`src/rtl/pwm_pkg.sv`:
```
// Shared types and width helpers for the multi-channel PWM generator.
package pwm_pkg;

  typedef enum logic {PWM_EDGE = 1'b0, PWM_CENTER = 1'b1} pwm_mode_e;
  typedef enum logic {DIR_UP = 1'b0, DIR_DOWN = 1'b1} pwm_dir_e;

  // Duty needs one extra bit so that 2^N encodes "always on".
  function automatic int unsigned duty_w(input int unsigned n);
    return n + 1;
  endfunction

  // Channel index width, never narrower than one bit.
  function automatic int unsigned idx_w(input int unsigned n);
    return (n > 1) ? 32'($clog2(n)) : 32'd1;
  endfunction

endpackage

```
`src/rtl/pwm_compare_ch.sv`:
```
// One PWM channel: pending/active duty shadow pair and registered compare output.
module pwm_compare_ch
  import pwm_pkg::*;
#(
  parameter int unsigned N = 8
) (
  input  logic         clk,
  input  logic         reset,
  input  logic         en_i,
  input  logic         load_i,
  input  logic         wr_en_i,
  input  logic [N:0]   wr_data_i,
  input  logic [N-1:0] cnt_i,
  output logic         pwm_o
);

  localparam int unsigned   DW   = duty_w(N);
  localparam logic [DW-1:0] FULL = DW'(1) << N;

  logic [DW-1:0] pend_q, pend_d;
  logic [DW-1:0] act_q, act_d;
  logic          out_d;

  always_ff @(posedge clk) begin
    if (reset) begin
      pend_q <= '0;
      act_q  <= '0;
      pwm_o  <= 1'b0;
    end else begin
      pend_q <= pend_d;
      act_q  <= act_d;
      pwm_o  <= out_d;
    end
  end

  // Active duty only changes from the pre-write pending value, so a write
  // landing on a load cycle waits for the following load.
  always_comb begin
    pend_d = pend_q;
    act_d  = act_q;
    out_d  = 1'b0;
    if (wr_en_i) pend_d = (wr_data_i > FULL) ? FULL : wr_data_i;
    if (load_i)  act_d  = pend_q;
    if (en_i)    out_d  = ({1'b0, cnt_i} < act_q);
  end

endmodule

```
`src/rtl/pwm_multi_channel.sv`:
```
// Multi-channel PWM: shared prescaler and up/down period counter feeding
// per-channel shadowed compare units.
module pwm_multi_channel
  import pwm_pkg::*;
#(
  parameter int unsigned CH      = 4,
  parameter int unsigned N       = 8,
  parameter int unsigned PRESC_W = 16
) (
  input  logic                    clk,
  input  logic                    reset,
  input  logic                    en,
  input  logic [PRESC_W-1:0]      prescale,
  input  logic                    mode,
  input  logic                    duty_wr_en,
  input  logic [idx_w(CH)-1:0]    duty_wr_ch,
  input  logic [N:0]              duty_wr_data,
  output logic [CH-1:0]           pwm_out,
  output logic                    period_tick
);

  localparam int unsigned  CH_W    = idx_w(CH);
  localparam logic [N-1:0] CNT_MAX = '1;

  logic [PRESC_W-1:0] presc_q, presc_d;
  logic [N-1:0]       cnt_q, cnt_d;
  pwm_dir_e           dir_q, dir_d;
  pwm_mode_e          mode_q, mode_d;
  logic               tick_d;
  logic               step_c;
  logic               boundary_c;
  logic               load_c;

  always_ff @(posedge clk) begin
    if (reset) begin
      presc_q     <= '0;
      cnt_q       <= '0;
      dir_q       <= DIR_UP;
      mode_q      <= PWM_EDGE;
      period_tick <= 1'b0;
    end else begin
      presc_q     <= presc_d;
      cnt_q       <= cnt_d;
      dir_q       <= dir_d;
      mode_q      <= mode_d;
      period_tick <= tick_d;
    end
  end

  // Counter direction FSM; a boundary is any step that lands on zero.
  always_comb begin
    presc_d    = presc_q;
    cnt_d      = cnt_q;
    dir_d      = dir_q;
    mode_d     = mode_q;
    tick_d     = 1'b0;
    step_c     = 1'b0;
    boundary_c = 1'b0;
    if (!en) begin
      presc_d = '0;
      cnt_d   = '0;
      dir_d   = DIR_UP;
      mode_d  = pwm_mode_e'(mode);
    end else begin
      step_c  = (presc_q >= prescale);
      presc_d = step_c ? '0 : presc_q + PRESC_W'(1);
      if (step_c) begin
        case (dir_q)
          DIR_UP: begin
            if (mode_q == PWM_CENTER && cnt_q == CNT_MAX) begin
              cnt_d = cnt_q - N'(1);
              dir_d = DIR_DOWN;
            end else begin
              cnt_d = cnt_q + N'(1);
            end
          end
          DIR_DOWN: cnt_d = cnt_q - N'(1);
          default:  cnt_d = '0;
        endcase
        boundary_c = (cnt_d == '0);
        if (boundary_c) begin
          dir_d  = DIR_UP;
          mode_d = pwm_mode_e'(mode);
          tick_d = 1'b1;
        end
      end
    end
  end

  assign load_c = !en || boundary_c;

  for (genvar i = 0; i < CH; i++) begin : g_ch
    pwm_compare_ch #(.N(N)) u_ch (
      .clk       (clk),
      .reset     (reset),
      .en_i      (en),
      .load_i    (load_c),
      .wr_en_i   (duty_wr_en && (duty_wr_ch == CH_W'(i))),
      .wr_data_i (duty_wr_data),
      .cnt_i     (cnt_q),
      .pwm_o     (pwm_out[i])
    );
  end

endmodule

```
`config.mk`:
```
export PLATFORM = sky130hd
export DESIGN_NAME = pwm_multi_channel
export DESIGN_NICKNAME = d
export VERILOG_FILES = /design/src/rtl/pwm_pkg.sv /design/src/rtl/pwm_compare_ch.sv /design/src/rtl/pwm_multi_channel.sv
export SDC_FILE = /design/constraint.sdc
export NUM_CORES = 1
export LEC_CHECK = 0
export ABC_AREA = 1
export CORE_MARGIN = 2
export CORE_UTILIZATION = 30
export DETAILED_ROUTE_END_ITERATION = 16
export GPL_ROUTABILITY_DRIVEN = 0
export PLACE_DENSITY = 0.5
export SKIP_LAST_GASP = 1
export SLEW_MARGIN = 5
export SYNTH_ARGS = -nofsm -noshare
export SYNTH_HDL_FRONTEND = slang
export SYNTH_SLANG_ARGS = --single-unit
```
`constraint.sdc`:
```
create_clock -name clk -period 4.5 [get_ports clk]
set_input_delay 1.35 -clock clk [delete_from_list [all_inputs] [get_ports clk]]
set_output_delay 1.35 -clock clk [all_outputs]
set_load 0.01 [all_outputs]
```
Word level (Yosys, flattened, before mapping)
Index checks and enable logic that the tools add are counted.
Operators by class
  reductions and logical operators: 13
  add/subtract/negate cells: 3
  multiplexer cells: 14
  eq/ne operators: 6
  bitwise operators: 3
  order comparisons: 6
Operators with widths (number)
  $lt 8x9->1: 4
  $mux 8: 3
  $add 16x1->16 const B: 1
  $ge 16x16->1: 1
  $pmux 8 s2: 1
  $gt 9x9->1 const B: 1
  $mux 1: 9
  $mux 9: 1
  $add 8x1->8 const B: 1
  $eq 8x8->1 const B: 1
  $logic_not 8->1: 1
  $sub 8x1->8 const B: 1
  $reduce_or 3->1: 2
  $logic_and 1x1->1: 5
  $eq 2x2->1 const B: 2
  $ne 2x1->1 const B: 2
  $not 1->1: 3
  $eq 2x1->1 const B: 1
  $logic_not 2->1: 1
  $reduce_and 2->1: 1
  $reduce_or 2->1: 1
  $logic_not 1->1: 1
  $logic_or 1x1->1: 1
Word-level totals
  output and inout port bits: 5
  word-level logic and storage cells: 62
  register bits: 103
  input bits: 32

Logic depth before layout (Yosys ltp)
Gate-level depths: netlist (run 1).
  depth after elaboration: 10
  mapped depth: 17
  mapped depth without buffers: 14

By module
Synthesis (run 1) repeated with hierarchy kept, for this count alone.
Second synthesis, totals
  cells, all modules: 752
  area total of the unflattened synthesis: 5474.0 um2
Modules (own cells, without submodules)
  pwm_compare_ch: cells an instance 113, instances 4, seq. area each 380.4 um2, area an instance 860.8 um2
  pwm_multi_channel: cells an instance 300, instances 1, seq. area each 540.5 um2, area an instance 2030.7 um2

Least setup slack after synthesis (run 1)
No wires, ideal clock.
  path kind: input -> register
  from: input prescale[15]
  to: register g_ch[0].u_ch.act_q[6]
  path buffers: 2
  data arrival time: 2.698 ns
  data required time: 4.385 ns
  stages: 11
  setup time: 0.115 ns
  slack: 1.687 ns
  path through: inv_1 > ha_1 > nand2_1 > nor3_1 > nand3_1 > nand3_1 > nand3_2 > buf_6 > buf_6 > a21oi_1 > nor2_1
On the way
  longest elaborated chain between the ends: 4
RTL lines
  start: declaration: RTL line pwm_multi_channel.sv:13  | input logic [PRESC_W-1:0] prescale,
  $ge 16x16->1: RTL line pwm_multi_channel.sv:65  | step_c = (presc_q >= prescale);
  $mux 1: RTL line pwm_multi_channel.sv:67  | if (step_c) begin
  $mux 1: RTL line pwm_multi_channel.sv:59  | if (!en) begin
  $logic_or 1x1->1: RTL line pwm_multi_channel.sv:90  | assign load_c = !en || boundary_c;
  end signal: assignment: RTL line pwm_compare_ch.sv:31  | act_q <= act_d;
  end: declaration: RTL line pwm_compare_ch.sv:21  | logic [DW-1:0] act_q, act_d;
No other way between the ends.
A chain may end at the register's enable or synchronous reset.

Worst setup path in the final report (run 1)
  from: input prescale[15]
  to: register g_ch[0].u_ch.act_q[1]
Same word-level chain as after synthesis.

==> results of run 1 <==
-- layout by cell type (no fill, tap or decap), drive strengths merged, types with 7 or more instances in the layout --
cell / count
nand3: 60
nand2: 135
inv: 97
nand4: 7
a21oi: 103
clkdlybuf4s50: 35
buf: 14
o21ai: 53
nor2: 76
nor3: 14
ha: 47
clkbuf: 9
dfxtp: 103
-- kinds of logic after synthesis --
kind of cell / Yosys count / share of synthesized area, %
simple gates: 299 / 25.05
compound gates: 171 / 16.02
buf+inv: 132 / 10.22
flops: 103 / 36.93
fa+ha+maj: 47 / 10.53
xor+xnor: 8 / 1.255
-- layout make-up --
type | instances | area [µm²]
well taps | 229 | 286.5
flip-flops and latches | 103 | 2062
multi-input cells | 525 | 2952
clock inverters | 7 | 65.06
fillers | 1895 | 11650
repair buffers | 49 | 490.5
clock buffers | 9 | 225.2
inverters | 95 | 356.6
-- worst min-delay path by stage --
stage | from | to | depth (start not counted)
after global routing | presc_q[0]$_SDFF_PP0_ | presc_q[0]$_SDFF_PP0_ | 1
after global placement | presc_q[0]$_SDFF_PP0_ | presc_q[0]$_SDFF_PP0_ | 1
after floorplan | presc_q[0]$_SDFF_PP0_ | presc_q[0]$_SDFF_PP0_ | 1
after detailed placement | presc_q[0]$_SDFF_PP0_ | presc_q[0]$_SDFF_PP0_ | 1
after CTS | presc_q[0]$_SDFF_PP0_ | presc_q[0]$_SDFF_PP0_ | 1
final | presc_q[0]$_SDFF_PP0_ | presc_q[0]$_SDFF_PP0_ | 1
-- critical path, cell delays in order --
cell and delay [ps]:
clkdlybuf4s50_1 450, inv_1 40, ha_1 290, nand2_1 90, nor3_1 310, nand3_1 150
nand3_1 150, nand3_2 500, buf_12 390, a21oi_1 170, nor2_1 60
-- sequential cells by signal, indices dropped and copies added (netlist names) --
name,cells
g_ch.u_ch.act_q,36
g_ch.u_ch.pend_q,36
presc_q,16
cnt_q,8
g_ch.u_ch.pwm_o,4
dir_q,1
mode_q,1
period_tick,1
-- power groups by stage --
| stage | combinational (W) | sequential [W] | clock, W |
|---|---|---|---|
| after floorplan | 0.000141 | 0.000982 | 0 |
| after global routing | 0.000237 | 0.000970 | 0.000834 |
| final | 0.000205 | 0.000966 | 0.000768 |
| after detailed placement | 0.000207 | 0.000987 | 0 |
| after global placement | 0.000205 | 0.000987 | 0 |
| after CTS | 0.000208 | 0.000965 | 0.000799 |
-- layer usage --
metal | part of all wire (%) | up-vias
li1 | - | 2558
met1 | 53 | 2016
met2 | 42 | 71
met3 | 3.6 | 14
met4 | 1.4 | 0
met5 | 0 | -
-- metrics by stage --
stage | utilization (%) | hold slack [ps]
detailed placement | 33.99 | 458.7
CTS | 35.59 | 476.0
floorplan | - | 429.7
finish | 35.59 | 468.5
global placement | 33.99 | 447.8
global route | 35.59 | 501.2
==> metrics.yaml, run 1 <==
async_reset_ff_share_pct: 0
gr-usage-met1_pct: 19.66
synth_area_per_cell_um2: 7.348
cellPowerDensity_nw_per_um2: 301.2
initial_core_util_pct: 30.88
cp.arrival_ps: 3970
drive_above_1_share_pct: 8.503
io_pins: 37
dieArea_um2: 19720
cts-htree-levels: 3
cts_tree: "done"
place_ws_ps: 390.4
rr_worst_depth: 13
die_w_um: 140.4
cts_num_sinks: 103
rsz0062_at_grt: "false"
finalPower_w: 0.001939
fin_area_um2: 6437
clkLatencyLatePin_ps: 360
status: "finished clean"
min_path_type: "flop to flop"
yosys.area.top_type: "dfxtp_1"
reg2reg_slack_ps: 1440
yosysSeqAreaShare_pct: 36.93
vias_per_cell: 4.581
cp-start-kind: "input port"
placed_area_um2: 6147
syn_area_um2: 5584
dieHeight_um: 140.4
hold_violations: 0
synth_edf_count: 0
slew_headroom_pct: 42.49
synth_common_cells: "132 x nand2_1, 103 x a21oi_1, 103 x dfxtp_1, 92 x inv_1, 71 x nor2_1"
r2r_end: "g_ch[0].u_ch.act_q[1]$_SDFFE_PP0P_"
p_seq_share_pct: 49.8
clockPowerShare_pct: 39.6
cp-startpoint: "prescale[15]"
p_int_w: 0.001424
setup_tns_ps: 0
ir_drop_mv: 0.1899
synthCells: 760
antenna_found_initial: 0
hold_buffers: 0
grt_pass1_vias: 4361
drv_cap: 0
vias: 4659
crit_path_end_kind: "flop"
syn_nets: 839
synth.most_common_cell: "nand2_1"
placementRows: 49
post-cts-setup-buffers: 0
port_buffers: 36
layout.cells.non_filler: 1017
root_buffer: "clkbuf_16"
switchingPower_w: 0.0005148
post_drt_wl_per_cell_um: 12.85
drt_wl_total_um: 13070
track_usage_pct: 13.95
fmax_mhz: 268.6
critPathRequiredTime_ps: 4750
drtAntennaViolNets: 0
r2r-start: "cnt_q[1]$_SDFFE_PP0P_"
grt_use_met3_pct: 2.735
power_frac_comb_pct: 10.6
finalSetupViolations: 0
drc_errors: 0
dp_cells: 1001
min_period_ps: 3723
synth_flop_cell: "dfxtp_1"
period_share_pct: 82.74
cts.repair.resized: 0
grt_pass1_wl_um: 22180
areaGrowthSynthToFinish_pct: 15.28
synthTopCellsByArea: "dfxtp_1 37%, ha_1 11%, a21oi_1 9.2%"
crit_type: "input port to flop"
ys.warnings.count: 0
dp_hpwl_um: 9050
grt_max_degree: 75
skew_ps: 11.27
dr.pass1.iters: 4
cts_buffer_depth: 2
drt_iter0_drc: 370
synth.distinct_cells: 35
diodes: 0
synth_top_area_share_pct: 36.93
synth_seq_cells: 103
worst_pin_slew_ps: 840.8
grt.overflow.total: 0
met2_usage_pct: 21.44
cts_buffers: 9
busiest_layer: "met2"
drv_slew: 0
crit_path_end: "g_ch[0].u_ch.act_q[1]$_SDFFE_PP0P_"
core_area_um2: 18090
path_clk_slew_ps: 70
setup_slack_ps: 776.5
switching_share_pct: 26.55
path_max_fanout: 24
power.leakage_nw: 2.911
layout.nets: 862
No activity file was read; power rests on OpenSTA's default activity.
==> run 2: changes to the inputs <==
Clock period 4.5 ns to 3.7 ns, I/O delays scaled along.
==> run 2 against run 1 <==
Net effect:
- critical path depth is the same
- design area grew 0.47%
- sequential share of layout area shrank 0.15 points
- sequential power grew 22%
- first-iteration DRC count shrank 41%
- global-route usage shrank 0.15 points
- critical path type unchanged
- largest power group unchanged
==> metrics.yaml, run 2 (synthesis results as in run 1) <==
critPathRequiredTime_ps: 3940  # -810 ps
dieHeight_um: 140.4  # unchanged
reg2reg_slack_ps: 1040  # -400 ps
clkLatencyLatePin_ps: 360  # about the same
min_period_ps: 2990
rsz0062_at_grt: "false"
port_buffers: 36  # unchanged
switching_share_pct: 24.67  # -1.9 points
cts_tree: "done"
min_path_type: "flop to flop"
path_clk_slew_ps: 70  # about the same
clockPowerShare_pct: 42.7  # +3.1 points
areaGrowthSynthToFinish_pct: 15.82
diodes: 0  # unchanged
drtAntennaViolNets: 0  # unchanged
die_w_um: 140.4  # unchanged
grt.overflow.total: 0  # unchanged
grt_pass1_vias: 4414  # +1.2%
r2r_end: "g_ch[3].u_ch.act_q[5]$_SDFFE_PP0P_"
reg_top3: "g_ch.u_ch.act_q x36, g_ch.u_ch.pend_q x36, presc_q x16"
layout.nets: 862  # unchanged
p_int_w: 0.001871  # +31%
drt_wl_total_um: 12920  # -1.2%
cp-start-kind: "input port"
drc_errors: 0  # unchanged
finalSetupViolations: 0  # unchanged
cp-startpoint: "prescale[15]"
path_max_fanout: 39  # +63%
drv_slew: 0  # unchanged
post-cts-setup-buffers: 0  # unchanged
finalPower_w: 0.002483  # +28%
post_drt_wl_per_cell_um: 12.71  # -1.2%
cts_num_sinks: 103  # unchanged
drt_iter0_drc: 218  # -41%
power.leakage_nw: 2.928  # +0.55%
layout_common_cells: "132 x nand2_1, 103 x a21oi_1, 103 x dfxtp_1"
switchingPower_w: 0.0006127  # +19%
dr.pass1.iters: 6  # +2
cts_buffers: 9  # unchanged
power_frac_comb_pct: 10.0  # -0.6 points
dp_hpwl_um: 9049  # about the same
drive_above_1_share_pct: 8.376  # -0.13 points
slew_headroom_pct: 42.63  # +0.13 points
crit_type: "input port to flop"
track_usage_pct: 13.81  # -0.15 points
dieArea_um2: 19720  # unchanged
period_share_pct: 80.82
antenna_found_initial: 0  # unchanged
io_pins: 37  # unchanged
skew_ps: 6.892  # -4.382 ps
crit_path_end_kind: "flop"
hold_buffers: 0  # unchanged
root_buffer: "clkbuf_16"
grt_pass1_wl_um: 21870  # -1.4%
rr_worst_depth: 13  # unchanged
initial_core_util_pct: 30.88  # unchanged
ir_drop_mv: 0.2277  # +20%
placementRows: 49  # unchanged
hold_violations: 0  # unchanged
setup_tns_ps: 0  # unchanged
vias: 4656  # -0.064%
drv_cap: 0  # unchanged
grt_max_degree: 75  # unchanged
cellPowerDensity_nw_per_um2: 384.0  # +27%
status: "finished clean"
cts.repair.resized: 0  # unchanged
p_seq_share_pct: 47.3  # -2.5 points
r2r-start: "cnt_q[1]$_SDFFE_PP0P_"
crit_path_end: "g_ch[3].u_ch.act_q[5]$_SDFFE_PP0P_"
cts_buffer_depth: 2  # unchanged
cts-htree-levels: 3  # unchanged
worst_pin_slew_ps: 860.6  # +19.78 ps
core_area_um2: 18090  # unchanged
mostFrequentLayoutCell: "nand2_1"
cp.arrival_ps: 3230  # -740 ps
vias_per_cell: 4.578  # about the same
fmax_mhz: 334.4
[run 2: cell types whose count changed in the layout (fill, tap and decap cells not counted)]
cell | previous run | this run
buf_4 | 10 | 11
clkbuf_1 | 0 | 1
clkinvlp_4 | 2 | 1
clkinv_4 | 1 | 0
bufinv_16 | 0 | 2
clkinv_2 | 1 | 0
buf_12 | 3 | 2
[run 2: power by group through the flow]
stage               clock (W)  combinational (W)  sequential (W)
floorplan                   0           0.000172         0.00119
global placement            0           0.000249         0.00120
detailed placement          0           0.000251         0.00120
CTS                   0.00110           0.000252         0.00118
global route          0.00113           0.000288         0.00118
finish                0.00106           0.000249         0.00118
[run 2: how the worst min path moves through the flow]
stage	from	to	slack (ps)	cells past startpoint
4_1_cts	presc_q[0]$_SDFF_PP0_	presc_q[0]$_SDFF_PP0_	470	1
5_1_grt	g_ch[1].u_ch.pend_q[7]$_SDFFE_PP0P_	g_ch[1].u_ch.act_q[7]$_SDFFE_PP0P_	510	2
2_1_floorplan	presc_q[0]$_SDFF_PP0_	presc_q[0]$_SDFF_PP0_	430	1
6_report	presc_q[0]$_SDFF_PP0_	presc_q[0]$_SDFF_PP0_	470	1
3_3_place_gp	presc_q[0]$_SDFF_PP0_	presc_q[0]$_SDFF_PP0_	450	1
3_5_place_dp	presc_q[0]$_SDFF_PP0_	presc_q[0]$_SDFF_PP0_	460	1
[run 2: worst max-delay path, cell delays in order]
cell and delay (ps):
clkdlybuf4s50_1 450, inv_1 40, ha_1 280, nand2_1 90, nor3_1 280, nand3_1 140
nand3_1 140, nand3_2 180, buf_12 230, a21oi_1 190, nor2_1 70
[run 2: metal layers]
metal  global-route usage, %  share of wire [%]
met1                   18.85                 52
met2                   21.67                 43
met3                   3.077                3.7
met4                   4.466                1.5
met5                       0                  0
[run 2: cell type report]
type / count / area, µm²
clock buffers: 10 / 229.0
well taps: 229 / 286.5
multi-input cells: 525 / 2952
repair buffers: 49 / 478.0
fillers: 1919 / 11620
inverters: 95 / 356.6
clock inverters: 6 / 103.9
flip-flops and latches: 103 / 2062
[run 2: metrics by stage]
step                      hold WS, ps  util [%]  area, µm²  setup slack (ps)  std cells
after floorplan                 429.7         -       5584              1127        760
after global placement          446.9     33.92       6135             369.4       1001
after detailed placement        457.4     33.92       6135             326.1       1001
after CTS                       474.0     35.76       6467             699.5       1017
after global routing            507.9     35.76       6467             493.3       1017
final                           467.5     35.76       6467             709.7       1017
==> run 3: changes to the inputs <==
Clock period 3.7 ns to 3 ns, I/O delays scaled along.
==> run 3 against run 2 <==
Net effect:
- count of clock-buffer cells in the layout is 1 higher
- via count is 0.92% higher
- utilization is 0.26 points higher
- critical endpoint is now g_ch[0].u_ch.act_q[5]$_SDFFE_PP0P_
==> metrics.yaml, run 3 (synthesis results as in run 1) <==
mostFrequentLayoutCell: "nand2_1"
worst_pin_slew_ps: 837.5  # -23.09 ps
drt_iter0_drc: 347  # +59%
clkLatencyLatePin_ps: 350  # about the same
dr.pass1.iters: 4  # -2
vias_per_cell: 4.589  # +0.23%
grt_pass1_wl_um: 22630  # +3.5%
io_pins: 37  # unchanged
cts_num_sinks: 103  # unchanged
drc_errors: 0  # unchanged
dp_hpwl_um: 9451  # +4.5%
post_drt_wl_per_cell_um: 12.82  # +0.89%
drt_wl_total_um: 13130  # +1.6%
core_area_um2: 18090  # unchanged
antenna_found_initial: 0  # unchanged
cellPowerDensity_nw_per_um2: 462.6  # +20%
reg_top3: "g_ch.u_ch.act_q x36, g_ch.u_ch.pend_q x36, presc_q x16"
slew_headroom_pct: 44.16  # +1.5 points
fmax_mhz: 363.2
ir_drop_mv: 0.2714  # +19%
die_w_um: 140.4  # unchanged
path_max_fanout: 41  # +5.1%
critPathRequiredTime_ps: 3240  # -700 ps
power.leakage_nw: 2.963  # +1.2%
diodes: 0  # unchanged
dieArea_um2: 19720  # unchanged
hold_violations: 0  # unchanged
crit_chain: "clkdlybuf4s50_1 > inv_1 > ha_1 > nand2_1 > nor3_2 > nand3_1 > nand3_1 > nand3_2 > buf_12 > a21oi_1 > nor2_1"
layout_common_cells: "132 x nand2_1, 103 x dfxtp_1, 102 x a21oi_1"
crit_path_end_kind: "flop"
path_buf_inv: 3  # unchanged
drv_slew: 0  # unchanged
cp_slowest_stage_delay_ps: 450  # about the same
cp.arrival_ps: 2990  # -240 ps
grt_pass1_vias: 4428  # +0.32%
n_fill_cell: 1923  # +0.21%
layout.nets: 869  # +0.81%
grt.overflow.total: 0  # unchanged
period_share_pct: 91.78
min_path_type: "flop to flop"
vias: 4699  # +0.92%
cts_buffers: 9  # unchanged
rsz0062_at_grt: "false"
path_clk_slew_ps: 70  # about the same
setup_tns_ps: 0  # unchanged
drtAntennaViolNets: 0  # unchanged
skew_ps: 5.383  # -1.509 ps
finalSetupViolations: 0  # unchanged
drive_above_1_share_pct: 9.434  # +1.1 points
drv_cap: 0  # unchanged
cp-start-kind: "input port"
crit_top_cell: "nand3_1"
areaGrowthSynthToFinish_pct: 16.65
critPathTopFamily: "simple AND/OR/NAND/NOR gates"
port_buffers: 36  # unchanged
fin_util_pct: 36.02  # +0.26 points
crit_type: "input port to flop"
track_usage_pct: 14.19  # +0.39 points
cts_tree: "done"
cts-htree-levels: 3  # unchanged
placementRows: 49  # unchanged
post-cts-setup-buffers: 0  # unchanged
status: "finished clean"
grt_max_degree: 75  # unchanged
root_buffer: "clkbuf_16"
dieHeight_um: 140.4  # unchanged
cts_buffer_depth: 2  # unchanged
slowest_stage: "clkdlybuf4s50_1"
initial_core_util_pct: 30.88  # unchanged
min_period_ps: 2753
==> run 3: changes by cell type in the layout (fill, tap and decap cells not counted) <==
cell	previous run	this run
a21oi_1	103	102
a21oi_2	0	1
buf_4	11	18
bufinv_16	2	1
clkbuf_8	0	1
clkinvlp_4	1	0
inv_6	1	2
nor3_1	14	13
nor3_2	0	1
==> run 3: timing repair <==
action                     4_1_cts  5_1_grt
setup endpoints to repair        0       28
resized for setup                0        2
hold buffers                     0        0
==> run 3: report_power, final <==
| group | internal (W) | leakage, nW | switching, W |
|---|---|---|---|
| clock network | 0.000690 | 0.155 | 0.000563 |
| registers | 0.00142 | 0.843 | 0.0000260 |
| logic | 0.000135 | 1.96 | 0.000175 |
==> run 3: final cells by class <==
cell class | count | area, µm² | area share (%)
multi-input combinational | 525 | 2960 | 45.45
timing repair buffer | 56 | 530.5 | 8.144
clock buffer | 11 | 242.7 | 3.726
clock inverter | 5 | 75.07 | 1.153
sequential | 103 | 2062 | 31.66
tap | 229 | 286.5 | 4.399
inverter | 95 | 356.6 | 5.474
==> run 3: stage by stage <==
step	worst slack (ps)	power [W]	hold WS, ps	cells	instance area, µm²
after floorplan	636.7	0.001684	429.7	760	5584
after global placement	-211.5	0.001792	455.1	1008	6187
after detailed placement	-202.6	0.001795	465.4	1008	6187
after CTS	158.9	0.003058	483.1	1024	6505
after global routing	15.60	0.003175	500.0	1024	6514
final	246.6	0.003013	482.4	1024	6514
==> run 3: metal layers <==
metal | GRT usage [%] | up-vias | wire length, µm
met5 | 0 | - | 0
met4 | 3.562 | 0 | 96
met3 | 3.043 | 10 | 430
met2 | 21.49 | 68 | 5790
met1 | 20.50 | 2045 | 6808
li1 | - | 2576 | -
==> run 3: path summary, 6_finish.rpt <==
check,to,slack (ps),startpoint,cells past startpoint
setup / recovery,g_ch[0].u_ch.act_q[5]$_SDFFE_PP0P_,250,prescale[15],11
hold / removal,presc_q[0]$_SDFF_PP0_,480,presc_q[0]$_SDFF_PP0_,1
setup reg to reg,g_ch[0].u_ch.act_q[5]$_SDFFE_PP0P_,520,cnt_q[0]$_SDFFE_PP0P_,13
hold reg to reg,presc_q[0]$_SDFF_PP0_,480,presc_q[0]$_SDFF_PP0_,1
